<file path="src/rtl/result_evaluator.sv">
// Post-inference evaluator: scans the output-neuron and label buffers, finds the argmax of
// each, flags whether the prediction is correct and keeps saturating sample/correct counters.
//
// state   | meaning
// IDLE    | waiting for run; read address holds
// SCAN    | issuing read addresses 0..N_OUT-1, folding in data returned for the previous one
// DRAIN   | folding in the last word, registering results and updating counters
// DONE    | one-cycle fin pulse
module result_evaluator #(
    parameter int N_OUT      = 10,
    parameter int ADDR_WIDTH = 8,
    parameter int W_NEURON   = 16,
    parameter int W_DATA     = 8,
    parameter int W_CLASS    = 8
) (
    input  logic                  clk,
    input  logic                  reset,
    input  logic                  run,
    input  logic                  clear_stats,
    output logic [ADDR_WIDTH-1:0] out_ra,
    input  logic [W_NEURON-1:0]   out_q,
    output logic [ADDR_WIDTH-1:0] t_ra,
    input  logic [W_DATA-1:0]     t_q,
    output logic                  busy,
    output logic                  fin,
    output logic [W_CLASS-1:0]    pred_class,
    output logic [W_CLASS-1:0]    label_class,
    output logic                  correct,
    output logic [15:0]           sample_count,
    output logic [15:0]           correct_count
);

    localparam logic [1:0] S_IDLE  = 2'd0;
    localparam logic [1:0] S_SCAN  = 2'd1;
    localparam logic [1:0] S_DRAIN = 2'd2;
    localparam logic [1:0] S_DONE  = 2'd3;

    localparam logic [ADDR_WIDTH-1:0] LAST_ADDR = ADDR_WIDTH'(N_OUT - 1);

    logic [1:0]                  state;
    logic signed [W_NEURON-1:0]  best_out, nxt_best_out;
    logic [W_DATA-1:0]           best_t, nxt_best_t;
    logic [W_CLASS-1:0]          best_out_idx, nxt_best_out_idx;
    logic [W_CLASS-1:0]          best_t_idx, nxt_best_t_idx;
    logic [ADDR_WIDTH-1:0]       cmp_addr;
    logic [W_CLASS-1:0]          cmp_idx;
    logic                        do_cmp;
    logic                        nxt_correct;

    function automatic logic [15:0] sat_inc(input logic [15:0] v);
        return (v == 16'hFFFF) ? v : v + 16'd1;
    endfunction

    // Read data lags the address by one cycle, so the word being folded in belongs to out_ra-1.
    always_comb begin
        cmp_addr         = (state == S_DRAIN) ? LAST_ADDR : out_ra - ADDR_WIDTH'(1);
        cmp_idx          = W_CLASS'(cmp_addr);
        do_cmp           = (state == S_DRAIN) || ((state == S_SCAN) && (out_ra != '0));
        nxt_best_out     = best_out;
        nxt_best_out_idx = best_out_idx;
        nxt_best_t       = best_t;
        nxt_best_t_idx   = best_t_idx;
        if (do_cmp) begin
            if ((cmp_addr == '0) || ($signed(out_q) > best_out)) begin
                nxt_best_out     = $signed(out_q);
                nxt_best_out_idx = cmp_idx;
            end
            if ((cmp_addr == '0) || (t_q > best_t)) begin
                nxt_best_t     = t_q;
                nxt_best_t_idx = cmp_idx;
            end
        end
        nxt_correct = (nxt_best_out_idx == nxt_best_t_idx);
    end

    always_ff @(posedge clk) begin
        if (reset) begin
            state         <= S_IDLE;
            out_ra        <= '0;
            best_out      <= '0;
            best_out_idx  <= '0;
            best_t        <= '0;
            best_t_idx    <= '0;
            pred_class    <= '0;
            label_class   <= '0;
            correct       <= 1'b0;
            sample_count  <= '0;
            correct_count <= '0;
        end else begin
            best_out     <= nxt_best_out;
            best_out_idx <= nxt_best_out_idx;
            best_t       <= nxt_best_t;
            best_t_idx   <= nxt_best_t_idx;
            case (state)
                S_IDLE: begin
                    if (run) begin
                        state  <= S_SCAN;
                        out_ra <= '0;
                    end
                end
                S_SCAN: begin
                    if (out_ra == LAST_ADDR) state <= S_DRAIN;
                    else                     out_ra <= out_ra + ADDR_WIDTH'(1);
                end
                S_DRAIN: begin
                    pred_class  <= nxt_best_out_idx;
                    label_class <= nxt_best_t_idx;
                    correct     <= nxt_correct;
                    state       <= S_DONE;
                end
                default: state <= S_IDLE;
            endcase
            // Clear has priority over a coincident DRAIN update.
            if (clear_stats) begin
                sample_count  <= '0;
                correct_count <= '0;
            end else if (state == S_DRAIN) begin
                sample_count <= sat_inc(sample_count);
                if (nxt_correct) correct_count <= sat_inc(correct_count);
            end
        end
    end

    assign t_ra = out_ra;
    assign busy = (state != S_IDLE);
    assign fin  = (state == S_DONE);

endmodule

</file>
<file path="config.mk">
export PLATFORM = sky130hd
export DESIGN_NAME = result_evaluator
export DESIGN_NICKNAME = d
export VERILOG_FILES = /design/src/rtl/result_evaluator.sv
export SDC_FILE = /design/constraint.sdc
export NUM_CORES = 1
export LEC_CHECK = 0
export BUFFER_PORTS_ARGS = -buffer_cell sky130_fd_sc_hd__buf_4
export CAP_MARGIN = 10
export CORE_UTILIZATION = 45
export CTS_CLUSTER_SIZE = 28
export DETAILED_ROUTE_END_ITERATION = 8
export HOLD_SLACK_MARGIN = 0.03
export PLACE_DENSITY = 0.67
export SYNTH_ARGS = -nofsm -noshare
export SYNTH_HDL_FRONTEND = slang
export SYNTH_SLANG_ARGS = --single-unit
export TNS_END_PERCENT = 1
</file>
<file path="constraint.sdc">
create_clock -name clk -period 5.85 [get_ports clk]
set_clock_uncertainty 0.15 [all_clocks]
set_input_delay 0.8775 -clock clk [delete_from_list [all_inputs] [get_ports clk]]
set_output_delay 0.8775 -clock clk [all_outputs]
set_load 0.02 [all_outputs]
</file>
==> results_dict.tcl <==
set metrics [dict create \
    n_antenna_cell 0 \
    postSynth.topFlopCell "dfxtp_1" \
    drv_cap 0 \
    area_growth_pct 17.8 \
    cp.arrival_ps 4600 \
    finalCritPeriodShare_pct 76.9 \
    vias 4947 \
    rsz0062_at_grt "false" \
    setup_viol 0 \
    setup_tns_ps 0 \
    clk-insertion-delay-late_ps 350 \
    hold_depth 2 \
    p_switching_uw 941 \
    h-tree-depth 3 \
    ff2ff_path_depth 11 \
    grt_pass1_wl_um 22200 \
    ir_drop_v 0.000226 \
    wl_um 12900 \
    overflow 0 \
    grtUsageTotal_pct 21.5 \
    min_to "best_out[6]" \
    critPathRequiredTime_ps 5950 \
    comb_power_share_pct 40.3 \
    slew_headroom_pct 25.0 \
    synth_cell_types 70 \
    utilization_pct 54.3 \
    grt_max_degree 68 \
    drc 0 \
    crit_start "out_ra[0]" \
    hold_path.class "reg -> reg" \
    worstReg2RegEnd "correct_count[11]" \
    status "finished, final reports clean" \
    hold_viol 0 \
    drtIter0Drc 315 \
    worstReg2RegStart "out_ra[0]" \
    synth_warnings 0 \
    ant_nets 0 \
    power_density_mw_per_mm2 363 \
    portBuffers 94 \
    cts_sinks 99 \
    ctsHoldBuffers 0 \
    layout_commonest_cell "nand2_1" \
    wl_per_cell_um 14.4 \
    cts-root-buf "clkbuf_16" \
    vias_per_cell 5.52 \
    layout_common_cells "nand2_1, dfxtp_1, buf_4, nor2_1, a21oi_1" \
    initial_core_util_pct 46.1 \
    critPathCaptureType "flip-flop" \
    clkPwrFrac_pct 24.4 \
    clockBufferDepth 2 \
    nFillCells 1143 \
    post_cts_buffers 0 \
    drive_gt1_share_pct 18.8 \
    fp.dieArea_mm2 0.0127 \
    post-route-min-period_ps 4500 \
    antenna_found_initial 0 \
    cts_inserted_buffers 9 \
    cts_tree "done" \
    synth_edf_count 0 \
    p_int_mw 1.42 \
    hold_ws_ps 303 \
    ys_seq_elements 99 \
    gp_congestion 0.829 \
    fin_ws_ps 1350 \
    place_ws_ps 1010 \
    worstSetupPathType "reg -> reg" \
    core_mm2 0.0120 \
    timing.fmax_mhz 222 \
    grt_pass1_vias 4696 \
    tightest_slew_ps 1130 \
    rows 40 \
    min_from "best_out[6]" \
    critPathMaxFanout 34 \
    synth_cells 680 \
    leakage_nw 2.58 \
    reg2reg_setup_slack_ps 1350 \
    cts.repair.resized 0 \
    fp.dieH_um 113 \
    die-width_um 113 \
    critPathLaunchType "flip-flop" \
    p_sw_share_pct 39.9 \
    io_pins 95 \
    syn_nets 742 \
    final_nets 807 \
    maxSlewViolCount 0 \
    syn_area_mm2 0.00551 \
    seqPwrFrac_pct 35.3 \
    first_pass_iters 5 \
    postSynth.asyncResetShare_pct 0 \
    hpwl_um 9230 \
    path_clk_slew_ps 70 \
    ys_seq_area_share_pct 36.0 \
    synth.avg_cell_area_um2 8.11 \
]
-- power by group through the flow --
stage          combinational (mW)  sequential, mW  clock (mW)
2_1_floorplan               0.716           0.853           0
3_5_place_dp                0.949           0.849           0
4_1_cts                     0.954           0.834       0.595
6_report                    0.950           0.833       0.576
3_3_place_gp                0.925           0.846           0
5_1_grt                      1.06           0.846       0.622
-- cell type report --
cell class,count,area (um^2),area share (%)
Sequential cell,99,1980,30.5
Tap cell,147,184,2.83
Multi-Input combinational cell,502,3190,49.1
Inverter,38,143,2.20
Timing Repair Buffer,95,713,11.0
Clock buffer,9,225,3.47
Clock inverter,7,57.6,0.887
-- synth_stat cells (all sizes together), types with 2 or more instances --
cell type	instances	area, um^2
a211o	3	26.3
a211oi	8	65.1
a21o	6	45.0
a21oi	70	354
a31o	6	52.6
a31oi	6	52.6
a32oi	4	42.6
a41o	4	40.0
and2	2	12.5
and3	14	92.6
and4	3	26.3
buf	18	114
clkbuf	23	86.3
dfxtp	99	1980
ha	34	425
inv	38	143
mux2i	8	92.6
nand2	101	382
nand2b	14	87.6
nand3	24	120
nand4	14	87.6
nor2	71	267
nor2b	2	12.5
nor3	6	46.3
nor3b	3	22.5
nor4	5	31.3
nor4b	3	41.3
o211a	3	30.0
o211ai	3	27.5
o21a	2	22.5
o21ai	16	106
o311a	2	20.0
o31a	3	27.5
or2	5	31.3
or3	12	75.1
xnor2	17	149
xor2	15	139
-- metal layers --
metal / part of all wire, % / track usage (%)
met1: 46 / 27.5
met2: 47 / 35.1
met3: 4.4 / 4.21
met4: 2.5 / 9.78
met5: 0 / 0
-- metrics by stage --
stage	instances	area (um^2)	power (mW)
global route	897	6490	2.53
detailed placement	881	6210	1.80
CTS	897	6490	2.38
floorplan	680	5510	1.57
finish	897	6490	2.36
global placement	881	6210	1.77
-- flip-flops by register name (all words and copies together), names as in the netlist --
register	cells
best_t_idx	8
label_class	8
best_out_idx	8
best_t	8
best_out	16
state	2
out_ra	8
sample_count	16
pred_class	8
correct	1
correct_count	16
-- cells by family (layout without fill, tap and decap cells) --
| family | Yosys count | in the layout | synth area share (%) |
|---|---|---|---|
| compound gates | 145 | 145 | 18.3 |
| xor+xnor | 32 | 32 | 5.22 |
| fa+ha+maj | 34 | 34 | 7.72 |
| buf+inv | 79 | 149 | 6.22 |
| flops | 99 | 99 | 36.0 |
| mux | 8 | 8 | 1.68 |
| simple gates | 283 | 283 | 24.9 |
-- worst max path at each step --
| stage | endpoint | slack (ps) | cells past startpoint |
|---|---|---|---|
| floorplan | correct_count[9] | 1930 | 12 |
| global placement | correct_count[12] | 1090 | 13 |
| detailed placement | correct_count[12] | 1010 | 13 |
| CTS | correct_count[11] | 1380 | 11 |
| global route | correct_count[12] | 1030 | 13 |
| finish | correct_count[11] | 1350 | 11 |
-- critical path, cell delays in order (launching register included) --
cell and delay [ps]:
dfxtp_1 400, or4_4 590, or3_1 340, and3_4 210, o21a_4 250, o21ai_4 720, a32oi_1 180, a32oi_2 280
o2111ai_4 220, nor4b_4 610, a31oi_1 200, a41o_1 220
No activity file was read; power rests on OpenSTA's default activity.
